===== src/rtl/ir_pkg.sv =====
// Shared types and constants for the IR frame decoder.
//   ir_state_t    : frame FSM states
//   pulse_class_t : classification of a completed high pulse
//   inverse_ok    : NEC integrity check (each inverse byte is the complement
//                   of the byte just before it)
package ir_pkg;

    typedef enum logic [1:0] {IDLE, RECEIVE, CHECK} ir_state_t;
    typedef enum logic [1:0] {CLS_ZERO, CLS_ONE, CLS_LEADER, CLS_ERR} pulse_class_t;

    localparam int DEFAULT_FRAME_BITS = 32;
    localparam int ADDR_W             = 8;
    localparam int CMD_W              = 8;

    function automatic logic inverse_ok(input logic [31:0] f);
        return (f[15:8] == ~f[7:0]) && (f[31:24] == ~f[23:16]);
    endfunction

endpackage


===== src/rtl/ir_pulse_classifier.sv =====
// Synchronizes the raw IR line, detects the end of each high pulse and
// reports the largest threshold class the pulse reached.
//   clk, rst_n   : clock, async active-low reset
//   ir           : raw IR line (asynchronous)
//   pulse_data   : counter level, pulse long enough for a logic 1
//   pulse_read   : counter level, pulse long enough for a leader
//   pulse_error  : counter level, pulse long enough to be an abort
//   pulse_end    : one cycle, the cycle after the synchronized line fell
//   pulse_class  : class of the pulse that just ended (valid with pulse_end)
module ir_pulse_classifier
    import ir_pkg::*;
(
    input  logic         clk,
    input  logic         rst_n,
    input  logic         ir,
    input  logic         pulse_data,
    input  logic         pulse_read,
    input  logic         pulse_error,
    output logic         pulse_end,
    output pulse_class_t pulse_class
);

    logic ir_meta;
    logic ir_s;
    logic ir_d;
    logic st_data;
    logic st_read;
    logic st_err;

    assign pulse_end = ir_d & ~ir_s;

    // The counter drops its levels the moment ir falls, which is several
    // cycles before the synchronized edge, so the levels are held sticky
    // until the pulse has been consumed.
    always_ff @(posedge clk or negedge rst_n) begin
        if (!rst_n) begin
            ir_meta <= 1'b0;
            ir_s    <= 1'b0;
            ir_d    <= 1'b0;
            st_data <= 1'b0;
            st_read <= 1'b0;
            st_err  <= 1'b0;
        end else begin
            ir_meta <= ir;
            ir_s    <= ir_meta;
            ir_d    <= ir_s;
            if (pulse_end) begin
                st_data <= 1'b0;
                st_read <= 1'b0;
                st_err  <= 1'b0;
            end else begin
                st_data <= st_data | pulse_data;
                st_read <= st_read | pulse_read;
                st_err  <= st_err  | pulse_error;
            end
        end
    end

    always_comb begin
        pulse_class = CLS_ZERO;
        if (st_err)
            pulse_class = CLS_ERR;
        else if (st_read)
            pulse_class = CLS_LEADER;
        else if (st_data)
            pulse_class = CLS_ONE;
    end

endmodule


===== src/rtl/ir_frame_decoder.sv =====
// Assembles NEC-style IR frames (addr, ~addr, cmd, ~cmd, LSB first) from
// classified pulses and hands validated address/command pairs downstream.
//   clk, rst_n   : clock, async active-low reset
//   ir           : raw IR line
//   pulse_data   : counter level for a logic-1 pulse
//   pulse_read   : counter level for a leader pulse
//   pulse_error  : counter level for timeout / abort
//   address      : last valid address byte
//   command      : last valid command byte
//   frame_valid  : one-cycle strobe, address/command updated
//   frame_err    : one-cycle strobe, frame aborted or rejected
//   busy         : high while a frame is being received
//
// state   | meaning
// IDLE    | waiting for a leader pulse, other pulses ignored
// RECEIVE | shifting in data bits, aborts on timeout or a new leader
// CHECK   | one cycle, result strobe of the completed frame is visible
module ir_frame_decoder
    import ir_pkg::*;
#(
    parameter int unsigned FRAME_BITS    = DEFAULT_FRAME_BITS,
    parameter bit          CHECK_INVERSE = 1'b1
) (
    input  logic              clk,
    input  logic              rst_n,
    input  logic              ir,
    input  logic              pulse_data,
    input  logic              pulse_read,
    input  logic              pulse_error,
    output logic [ADDR_W-1:0] address,
    output logic [CMD_W-1:0]  command,
    output logic              frame_valid,
    output logic              frame_err,
    output logic              busy
);

    localparam logic [5:0] LAST_BIT = 6'(FRAME_BITS - 1);

    ir_state_t               state;
    logic [FRAME_BITS-1:0]   shift;
    logic [FRAME_BITS-1:0]   shift_nxt;
    logic [5:0]              bit_cnt;
    logic                    pulse_end;
    pulse_class_t            pulse_class;

    ir_pulse_classifier u_classifier (
        .clk         (clk),
        .rst_n       (rst_n),
        .ir          (ir),
        .pulse_data  (pulse_data),
        .pulse_read  (pulse_read),
        .pulse_error (pulse_error),
        .pulse_end   (pulse_end),
        .pulse_class (pulse_class)
    );

    assign shift_nxt = {(pulse_class == CLS_ONE), shift[FRAME_BITS-1:1]};

    always_ff @(posedge clk or negedge rst_n) begin
        if (!rst_n) begin
            state       <= IDLE;
            shift       <= '0;
            bit_cnt     <= '0;
            address     <= '0;
            command     <= '0;
            frame_valid <= 1'b0;
            frame_err   <= 1'b0;
            busy        <= 1'b0;
        end else begin
            frame_valid <= 1'b0;
            frame_err   <= 1'b0;
            case (state)
                IDLE: begin
                    if (pulse_end && pulse_class == CLS_LEADER) begin
                        state   <= RECEIVE;
                        shift   <= '0;
                        bit_cnt <= '0;
                        busy    <= 1'b1;
                    end
                end
                RECEIVE: begin
                    // Timeout does not wait for the pulse to end.
                    if (pulse_error || (pulse_end && pulse_class == CLS_ERR)) begin
                        frame_err <= 1'b1;
                        state     <= IDLE;
                        busy      <= 1'b0;
                    end else if (pulse_end) begin
                        if (pulse_class == CLS_LEADER) begin
                            frame_err <= 1'b1;
                            shift     <= '0;
                            bit_cnt   <= '0;
                        end else begin
                            shift   <= shift_nxt;
                            bit_cnt <= bit_cnt + 6'd1;
                            // The verdict is registered on entry to CHECK so
                            // the strobe lands one clock after the last bit.
                            if (bit_cnt == LAST_BIT) begin
                                state <= CHECK;
                                busy  <= 1'b0;
                                if (!CHECK_INVERSE || inverse_ok(shift_nxt[31:0])) begin
                                    address     <= shift_nxt[7:0];
                                    command     <= shift_nxt[23:16];
                                    frame_valid <= 1'b1;
                                end else begin
                                    frame_err <= 1'b1;
                                end
                            end
                        end
                    end
                end
                CHECK: begin
                    state <= IDLE;
                end
                default: begin
                    state <= IDLE;
                    busy  <= 1'b0;
                end
            endcase
        end
    end

endmodule


===== config.mk =====
export PLATFORM = sky130hd
export DESIGN_NAME = ir_frame_decoder
export DESIGN_NICKNAME = d
export VERILOG_FILES = /design/src/rtl/ir_pkg.sv /design/src/rtl/ir_pulse_classifier.sv /design/src/rtl/ir_frame_decoder.sv
export SDC_FILE = /design/constraint.sdc
export NUM_CORES = 1
export LEC_CHECK = 0
export ABC_AREA = 0
export BUFFER_PORTS_ARGS = -buffer_cell sky130_fd_sc_hd__clkbuf_2
export CORE_AREA = 2 2 74 76
export CTS_BUF_LIST = sky130_fd_sc_hd__clkbuf_8
export DETAILED_ROUTE_END_ITERATION = 10
export DIE_AREA = 0 0 76 78
export PLACE_DENSITY_LB_ADDON = 0.2
export SETUP_SLACK_MARGIN = 0.3
export SLEW_MARGIN = 10
export SYNTH_ARGS = -nofsm -noshare
export SYNTH_HDL_FRONTEND = slang
export SYNTH_SLANG_ARGS = --single-unit

===== constraint.sdc =====
create_clock -name clk -period 2.9 [get_ports clk]
set_input_delay 0.435 -clock clk [delete_from_list [all_inputs] [get_ports clk]]
set_output_delay 0.435 -clock clk [all_outputs]
set_load 0.05 [all_outputs]

After elaboration in Yosys (flattened, before gate mapping)

Cells that the tools add are included.

Word-level logic and storage cells: 89
Output and inout port bits: 19
Register bits: 65

Muxes and demuxes: 40
Bitwise operators: 10
Add/sub/neg operators: 1
Equality and inequality tests: 14
Reductions and logical operators: 10

Operator list:

| kind                                                | count |
|---|---|
| 2-to-1 mux 32 bit                                   | 4 |
| one-hot mux 32 bit (2 select lines)                 | 1 |
| 2-to-1 mux 6 bit                                    | 4 |
| 2-to-1 mux 1 bit                                    | 21 |
| equality test 8 bit                                 | 2 |
| NOT 8 bit                                           | 2 |
| 2-to-1 mux 2 bit                                    | 7 |
| one-hot mux 6 bit (2 select lines)                  | 1 |
| != test 3 bit, second input constant                | 3 |
| AND reduction 4 bit                                 | 2 |
| adder 6 x 1 -> 6 bit, second input constant         | 1 |
| equality test 2 bit, second input constant          | 3 |
| equality test 6 x 5 -> 1 bit, second input constant | 1 |
| != test 2 bit, second input constant                | 3 |
| AND reduction 6 bit                                 | 1 |
| AND reduction 5 bit                                 | 1 |
| equality test 2 x 1 -> 1 bit, second input constant | 2 |
| NOT 1 bit                                           | 4 |
| one-hot mux 2 bit (2 select lines)                  | 1 |
| logical AND 1 bit                                   | 3 |
| OR 1 bit                                            | 3 |
| one-hot mux 1 bit (3 select lines)                  | 1 |
| logical NOT 2 bit                                   | 1 |
| nonzero test 2 bit                                  | 1 |
| other kinds (2)                                     | 2 |

Logic depth before layout (Yosys ltp)

Gate-level depths: netlist of run 1.

Depth in word-level cells: 12
Mapped depth: 7
Gate-level depth less buffers: 6

Cells and area by module

A second synthesis of run 1 with hierarchy kept.

Cells, all modules: 278
Area, all modules: 2869.0 sq um

By module, submodules not included:

| module              | sequential area each (sq um) | area an instance (sq um) | cells each | instances |
|---|---|---|---|---|
| ir_frame_decoder    | 1451.4                       | 2665.1                   | 262        | 1 |
| ir_pulse_classifier | 150.1                        | 203.9                    | 16         | 1 |

Least setup slack after synthesis of run 1

Ideal clock, no wire load.

Path type: flip-flop to flip-flop
From: register state[1]
To: register address[2]
Arrival time: 1.779 ns
Buffers on the path: 1
Setup time: 0.125 ns
Period minus slack after synthesis: 1.904 ns
Stages on the path, launching flop included: 7
Setup slack: 0.996 ns
Path through: dfrtp_1 -> and2b_1 -> nand2_2 -> nor4_4 -> nand4_4 -> buf_6 -> mux2_4

Cells in the longest elaborated chain, start to end: 2

RTL lines:

| element                       | line                    | RTL |
|---|---|---|
| from (decl)                   | ir_frame_decoder.sv:39  | `ir_state_t state;` |
| from (signal assigned)        | ir_frame_decoder.sv:61  | `state <= IDLE;` |
| from (signal assigned)        | ir_frame_decoder.sv:75  | `state <= RECEIVE;` |
| from (signal assigned)        | ir_frame_decoder.sv:85  | `state <= IDLE;` |
| equality test 2 x 1 -> 1 bit  | ir_frame_decoder.sv:72  | `case (state)` |
| AND reduction 6 bit (no line) | -                       |  |
| to (signal assigned)          | ir_frame_decoder.sv:101 | `address <= shift_nxt[7:0];` |
| to (decl)                     | ir_frame_decoder.sv:30  | `output logic [ADDR_W-1:0] address,` |

Every way passes these cells.
A chain may end at the register's enable or synchronous reset.

Final worst setup path of run 1

From: register bit_cnt[0]
To: register command[2]

Cells in the longest elaborated chain, start to end: 2

RTL lines:

| element                       | line                    | RTL |
|---|---|---|
| from (decl)                   | ir_frame_decoder.sv:42  | `logic [5:0] bit_cnt;` |
| from (signal assigned)        | ir_frame_decoder.sv:94  | `bit_cnt <= bit_cnt + 6'd1;` |
| equality test 6 x 5 -> 1 bit  | ir_frame_decoder.sv:97  | `if (bit_cnt == LAST_BIT) begin` |
| AND reduction 6 bit (no line) | -                       |  |
| to (signal assigned)          | ir_frame_decoder.sv:102 | `command <= shift_nxt[23:16];` |
| to (decl)                     | ir_frame_decoder.sv:31  | `output logic [CMD_W-1:0] command,` |

Every way passes these cells.

==> results of run 1 <==
-- metrics by stage --
| stage | utilization, % | instance area, sq um | hold WS [ns] | std cells |
|---|---|---|---|---|
| floorplan | - | 2710 | 0.139 | 202 |
| global placement | 57.4 | 2890 | 0.340 | 290 |
| detailed placement | 57.4 | 2890 | 0.336 | 290 |
| CTS | 61.3 | 3090 | 0.206 | 306 |
| global route | 61.3 | 3090 | 0.209 | 306 |
| finish | 61.3 | 3090 | 0.216 | 306 |
-- cell type report --
class	count	area share (%)
clock buffers	10	4.45
inverters	1	0.121
flip-flops and latches	64	51.8
clock inverters	5	1.58
multi-input cells	128	34.3
repair buffers	28	4.94
well taps	70	2.83
-- how the worst max path moves through the flow --
stage | start | end | cells after the start
5_1_grt | bit_cnt[0] | command[3] | 5
3_3_place_gp | pulse_error | bit_cnt[0] | 4
4_1_cts | bit_cnt[0] | command[2] | 5
3_5_place_dp | bit_cnt[0] | command[2] | 5
2_1_floorplan | state[1] | address[2] | 6
6_report | bit_cnt[0] | command[2] | 5
-- registers in the layout, indices dropped and copies added, names as in the netlist --
name                  count
busy                      1
state                     2
bit_cnt                   6
address                   8
u_classifier.ir_d         1
frame_err                 1
frame_valid               1
shift                    31
u_classifier.ir_s         1
command                   8
u_classifier.ir_meta      1
u_classifier.st_data      1
u_classifier.st_read      1
u_classifier.st_err       1
-- logic make-up (layout without fill, tap and decap cells) --
family	after synthesis	after routing	share of synthesized area [%]
xor gates and xnor gates	16	16	5.18
AOI/OAI and AO/OA	50	50	14.4
and+or+nand+nor	43	43	10.2
buffers and inverters	10	44	1.71
muxes	18	18	8.88
adders and majority gates	1	1	0.462
DFF	64	64	59.2
-- worst reg2reg max path: cells and delay by family (launching register included) --
kind / cells / cell delay [ns]
adders and majority gates: 1 / 0.20
muxes: 1 / 0.43
DFF: 1 / 0.39
and+or+nand+nor: 3 / 1.06
-- routing by layer --
metal  track usage, %  vias to the layer above  wire length, um
met2             27.6                       50             2280
met4             6.73                        0               44
met1             26.9                      882             2410
met5                0                        -                0
li1                 -                      806                -
met3             4.53                        5              194
-- power by group through the flow --
stage | clock network (mW) | logic, mW | registers (mW)
finish | 0.730 | 0.271 | 1.01
global route | 0.798 | 0.299 | 1.02
CTS | 0.742 | 0.275 | 1.01
detailed placement | 0 | 0.271 | 1.02
global placement | 0 | 0.260 | 1.02
floorplan | 0 | 0.169 | 1.05
-- synthesized netlist by cell type, drive strengths merged, types with 4 or more instances --
| cell type | instances | area share, % |
|---|---|---|
| a21oi | 4 | 0.74 |
| a22o | 31 | 10 |
| clkbuf | 7 | 0.97 |
| dfrtp | 64 | 59 |
| mux2 | 18 | 8.9 |
| nand2 | 7 | 1.1 |
| nand2b | 4 | 0.92 |
| nand4 | 5 | 1.7 |
| nor2 | 12 | 1.7 |
| o21ai | 9 | 1.7 |
| xor2 | 15 | 4.9 |
==> run summary, run 1 <==
synthesized net count: 209
Final Hold Viols: 0
ys flop type: dfrtp_1
CP endpoint kind: flip-flop
# hold bufs at CTS: 1
WS Path Type: flip-flop to flip-flop
flop2flop setup slack: 0.71 ns
Tightest Pin Transition: 1.21 ns
largest net degree at the start of global routing: 40
post_cts resized: 0
Clock Tree Buf Depth: 2
VDD IR max: 530 uV
clock share of power: 36.3%
Yosys reg bits: 64
initial antenna violation count: 0
Final Max Tran Viols: 0
FMAX: 0.456 GHz
sequential-to-total area share from yosys stat: 59.2%
IO Pins: 25
commonest non-fill, non-tap cell in the layout: dfrtp_1
Sw Pwr: 0.540 mW
Die Width: 76 um
Seq pwr share: 50.2%
Final Wtd Congestion: 0.786
Pint: 1.47 mW
dpl ws: 0.708 ns
reg2reg end: command[2]
LEAKAGE: 1.62 nW
Initial DRC Count: 150
max capacitance violation total: 0
total number of vias: 1,743
CTS buffer count: 9
Slew Limit Headroom: 19.5%
diode count: 0
Post-CTS Setup Bufs: 0
register area: 1600 sq um
Multi-input gate area: 1060 sq um
CTS clk-pin slew, worst paths: 0.07 ns
Pwr Total: 2.01 mW
latest clock arrival within the worst-skew pair: 0.33 ns
IO buf count: 24
syn avg cell area: 13.4 sq um
Initial Utilization: 53.7%
number of flops mapped to enable cells by yosys: 0
Die Span Y: 78 um
hold wc startpoint: ir
global-route wire length before repair: 8710 um
Via-to-Cell Ratio: 5.70
combinational share of power: 13.5%
Ys Warns: 0
final setup skew: 0.00899 ns
dpl hpwl: 3320 um
Slowest-stage cell, CP: nor3b_1
Hold Path Depth: 1
status: finished clean
crit path DAT: 2.41 ns
switch share: 26.9%
Critical Path Max Stage Delay: 0.46 ns
Initial DRT Pass Iterations: 4
Worst Hold Path EP: u_classifier.ir_meta
die area: 5930 sq um
DRC viols: 0
reg2reg start: bit_cnt[0]
synthesized cell area: 2710 sq um
CP Cell Sequence: ha_1, nand3_1, nor3b_1, nand4_4, mux2_4
worst r2r path cells: 5
Syn Inst Count: 202
final setup fails: 0
Sink Count: 64
number of library cell types mapped by synthesis: 38
Hold Path Class: input port to flip-flop
core area: 5040 sq um
Post-synth ARST share: 100%
GRT overflow: 0
P per Cell Area: 651 nW/um^2
filler instances: 414
H-Tree Depth: 3
final worst setup slack: 0.707 ns
Total GRT Usage: 18.6%
TritonCTS clock tree: built
row count: 26
CP top delay family: simple AND/OR/NAND/NOR gates
Startpoint Class: flip-flop
post-route ant nets: 0
wire per inst: 16.1 um
unrepaired setup endpoints after global routing: no
root buf cell: clkbuf_8
most frequent cells in the layout: 64 x dfrtp_1, 31 x a22o_1, 24 x clkbuf_2
layout cell share with drive strength beyond 1: 27.5%
Routed WL: 4940 um
Worst Path Buf+Inv: 0
Fin Setup TNS: 0 ns
fin crit share: 75.6%
CP max FO: 16
area grow syn2layout: 14.2%
vias in the first global route: 1,743
nets: 239
Req. time, crit path: 3.11 ns
Final min period: 2.19 ns
Power figures use the tool's default switching activity.
==> run 2, diff against run 1 <==
--- a/config.mk
+++ b/config.mk
@@ -5,12 +5,12 @@
 export SDC_FILE = /design/constraint.sdc
 export NUM_CORES = 1
 export LEC_CHECK = 0
-export ABC_AREA = 0
+export ABC_AREA = 1
 export BUFFER_PORTS_ARGS = -buffer_cell sky130_fd_sc_hd__clkbuf_2
-export CORE_AREA = 2 2 74 76
+export CORE_AREA = 2 2 75 77
 export CTS_BUF_LIST = sky130_fd_sc_hd__clkbuf_8
 export DETAILED_ROUTE_END_ITERATION = 10
-export DIE_AREA = 0 0 76 78
+export DIE_AREA = 0 0 77 79
 export PLACE_DENSITY_LB_ADDON = 0.2
 export SETUP_SLACK_MARGIN = 0.3
 export SLEW_MARGIN = 10
==> constraint.sdc (replaced) <==
create_clock -name clk -period 2.15 [get_ports clk]
set_input_delay 0.3225 -clock clk [delete_from_list [all_inputs] [get_ports clk]]
set_output_delay 0.3225 -clock clk [all_outputs]
set_load 0.05 [all_outputs]
==> run 2 against run 1 <==
The flow now finishes with violations (hold timing). Clock skew increased by 0.00072 ns. Register-to-register slack got worse by 0.23 ns. Total power increased by 49%. Die area increased by 2.6%. Clock-buffer cell count increased by 3. Critical path type unchanged.
==> run summary, run 2 <==
status: finished with violations
failing checks: hold timing
Seq pwr share: 44.2%
Top reg by flops: shift
nets: 368
Slew Limit Headroom: 78.0%
Via-to-Cell Ratio: 4.97
fin crit share: 78.0%
Startpoint Class: flip-flop
area grow syn2layout: 15.6%
filler instances: 479
largest net degree at the start of global routing: 65
Hold Path Class: input port to asynchronous set/reset pin
Post-CTS Setup Bufs: 0
die area: 6080 sq um
WS Path Type: flip-flop to flip-flop
synth top area cells: dfrtp_1 56%, nand2_1 12%, o22ai_1 6.6%
Synth area leader: dfrtp_1
total number of vias: 2,176
number of flops mapped to enable cells by yosys: 0
Critical Path Source: shift[17]
Clock Tree Buf Depth: 2
row count: 27
max capacitance violation total: 0
post-route ant nets: 0
Tightest Pin Transition: 0.330 ns
root buf cell: clkbuf_8
Post-synth ARST share: 100%
VDD IR max: 579 uV
Total GRT Usage: 18.7%
Sw Pwr: 0.903 mW
GRT overflow: 0
CP endpoint kind: flip-flop
Ys Warns: 0
CTS buffer count: 9
H-Tree Depth: 3
Synth top area share: 56.5%
combinational share of power: 19.8%
LEAKAGE: 1.71 nW
commonest non-fill, non-tap cell in the layout: nand2_1
FMAX: 0.596 GHz
final setup skew: 0.00971 ns
register area: 1600 sq um
wire per inst: 11.5 um
Sink Count: 64
latest clock arrival within the worst-skew pair: 0.33 ns
Syn Inst Count: 327
vias in the first global route: 2,024
Util after Layout: 61.4%
Initial Utilization: 53.1%
worst r2r path cells: 10
layout cell share with drive strength beyond 1: 18.0%
# hold bufs at CTS: 0
Largest regs: shift (31), address (8), command (8)
Fin Setup TNS: 0 ns
Final Wtd Congestion: 0.840
initial antenna violation count: 0
Req. time, crit path: 2.38 ns
hold slack: -0.0138 ns
synthesized cell area: 2840 sq um
unrepaired setup endpoints after global routing: no
IO buf count: 24
CTS clk-pin slew, worst paths: 0.07 ns
Initial DRT Pass Iterations: 4
most frequent cells in the layout: 91 x nand2_1, 64 x dfrtp_1, 40 x inv_1
Final Max Tran Viols: 0
sequential-to-total area share from yosys stat: 56.5%
most frequent cell after synthesis: nand2_1
Multi-input gate area: 985 sq um
P per Cell Area: 914 nW/um^2
reg2reg start: shift[17]
global-route wire length before repair: 8980 um
Yosys reg bits: 64
final setup fails: 0
IO Pins: 25
number of library cell types mapped by synthesis: 22
core area: 5340 sq um
Initial DRC Count: 165
most frequent cells after synthesis: 91 x nand2_1, 64 x dfrtp_1, 39 x inv_1
Routed WL: 5040 um
TritonCTS clock tree: built
diode count: 0
post_cts resized: 0
Pint: 2.09 mW
clock share of power: 36.1%
DRC viols: 0
Die Width: 77 um
synthesized net count: 334
crit path DAT: 1.90 ns
max reg flops: 31
dpl hpwl: 3500 um
Final min period: 1.68 ns
switch share: 30.1%
ys flop type: dfrtp_1
syn avg cell area: 8.67 sq um
Die Span Y: 79 um
Final Hold Viols: 10
CP max FO: 17
==> run 2: changes by cell type after synthesis, moves of 7 or more <==
cell and delta:
inv_2 +10, a21oi_1 +8, mux2_2 -8, nand3_1 +21, clkbuf_1 -7, inv_1 +38
a22o_1 -31, xor2_1 -15, mux2_4 -10, nor2_1 +16, o22ai_1 +30, nand2_1 +85
==> run 2: final cells by class <==
type / count / share of cell area [%]
Timing Repair Buffer: 33 / 6.11
Sequential cell: 64 / 48.9
Multi-Input combinational cell: 204 / 30.0
Clock inverter: 3 / 1.18
Inverter: 49 / 5.61
Tap cell: 72 / 2.75
Clock buffer: 13 / 5.46
==> run 2: logic make-up after synthesis <==
logic type               Yosys count  synth area share [%]
XOR/XNOR                           1                 0.309
AND/OR/NAND/NOR                  151                  23.4
buffers and inverters             59                  8.82
flip-flops                        64                  56.5
AO/OA/AOI/OAI                     51                  10.5
adder cells (fa/ha/maj)            1                 0.441
==> run 2: layer usage <==
metal	vias to the layer above	track usage, %	part of all wire, %
met1	1023	24.9	49
met3	5	4.77	3.7
met2	33	29.6	46
met4	0	6.96	1.2
met5	-	0	0
li1	1115	-	-
==> run 2: final timing paths <==
path	slack, ns	end
worst min-delay path	-0.01	shift[6]
min in group clk	0.10	u_classifier.ir_meta
worst min register to register	0.36	u_classifier.ir_s
worst max register to register	0.47	address[3]
max in group asynchronous	1.88	shift[11]
worst max-delay path	0.47	address[3]
==> run 2: power by group through the flow <==
stage / sequential (mW) / combinational (mW) / clock, mW
6_report: 1.32 / 0.593 / 1.08
5_1_grt: 1.33 / 0.672 / 1.16
4_1_cts: 1.32 / 0.597 / 1.11
3_5_place_dp: 1.35 / 0.595 / 0
3_3_place_gp: 1.34 / 0.594 / 0
2_1_floorplan: 1.39 / 0.425 / 0
==> run 2: through the flow <==
step | setup slack (ns) | hold WS, ns | instance area [sq um] | total power, mW | cells
floorplan | 0.562 | 0.0269 | 2840 | 1.82 | 327
global placement | 0.425 | 0.338 | 3030 | 1.94 | 418
detailed placement | 0.390 | 0.346 | 3030 | 1.94 | 418
CTS | 0.374 | 0.0115 | 3250 | 3.03 | 434
global route | 0.296 | 0.0417 | 3280 | 3.17 | 438
finish | 0.472 | -0.0138 | 3280 | 3.00 | 438
==> run 2: worst max-delay path, stage by stage (launching register included) <==
cell and delay [ns]:
dfrtp_1 0.41, inv_1 0.13, nand2_1 0.07, nand2_1 0.06, nand2_1 0.05, nor2_1 0.09
nand3_1 0.16, nor2_4 0.27, nand2_4 0.18, nand2_1 0.11, nand2_1 0.05
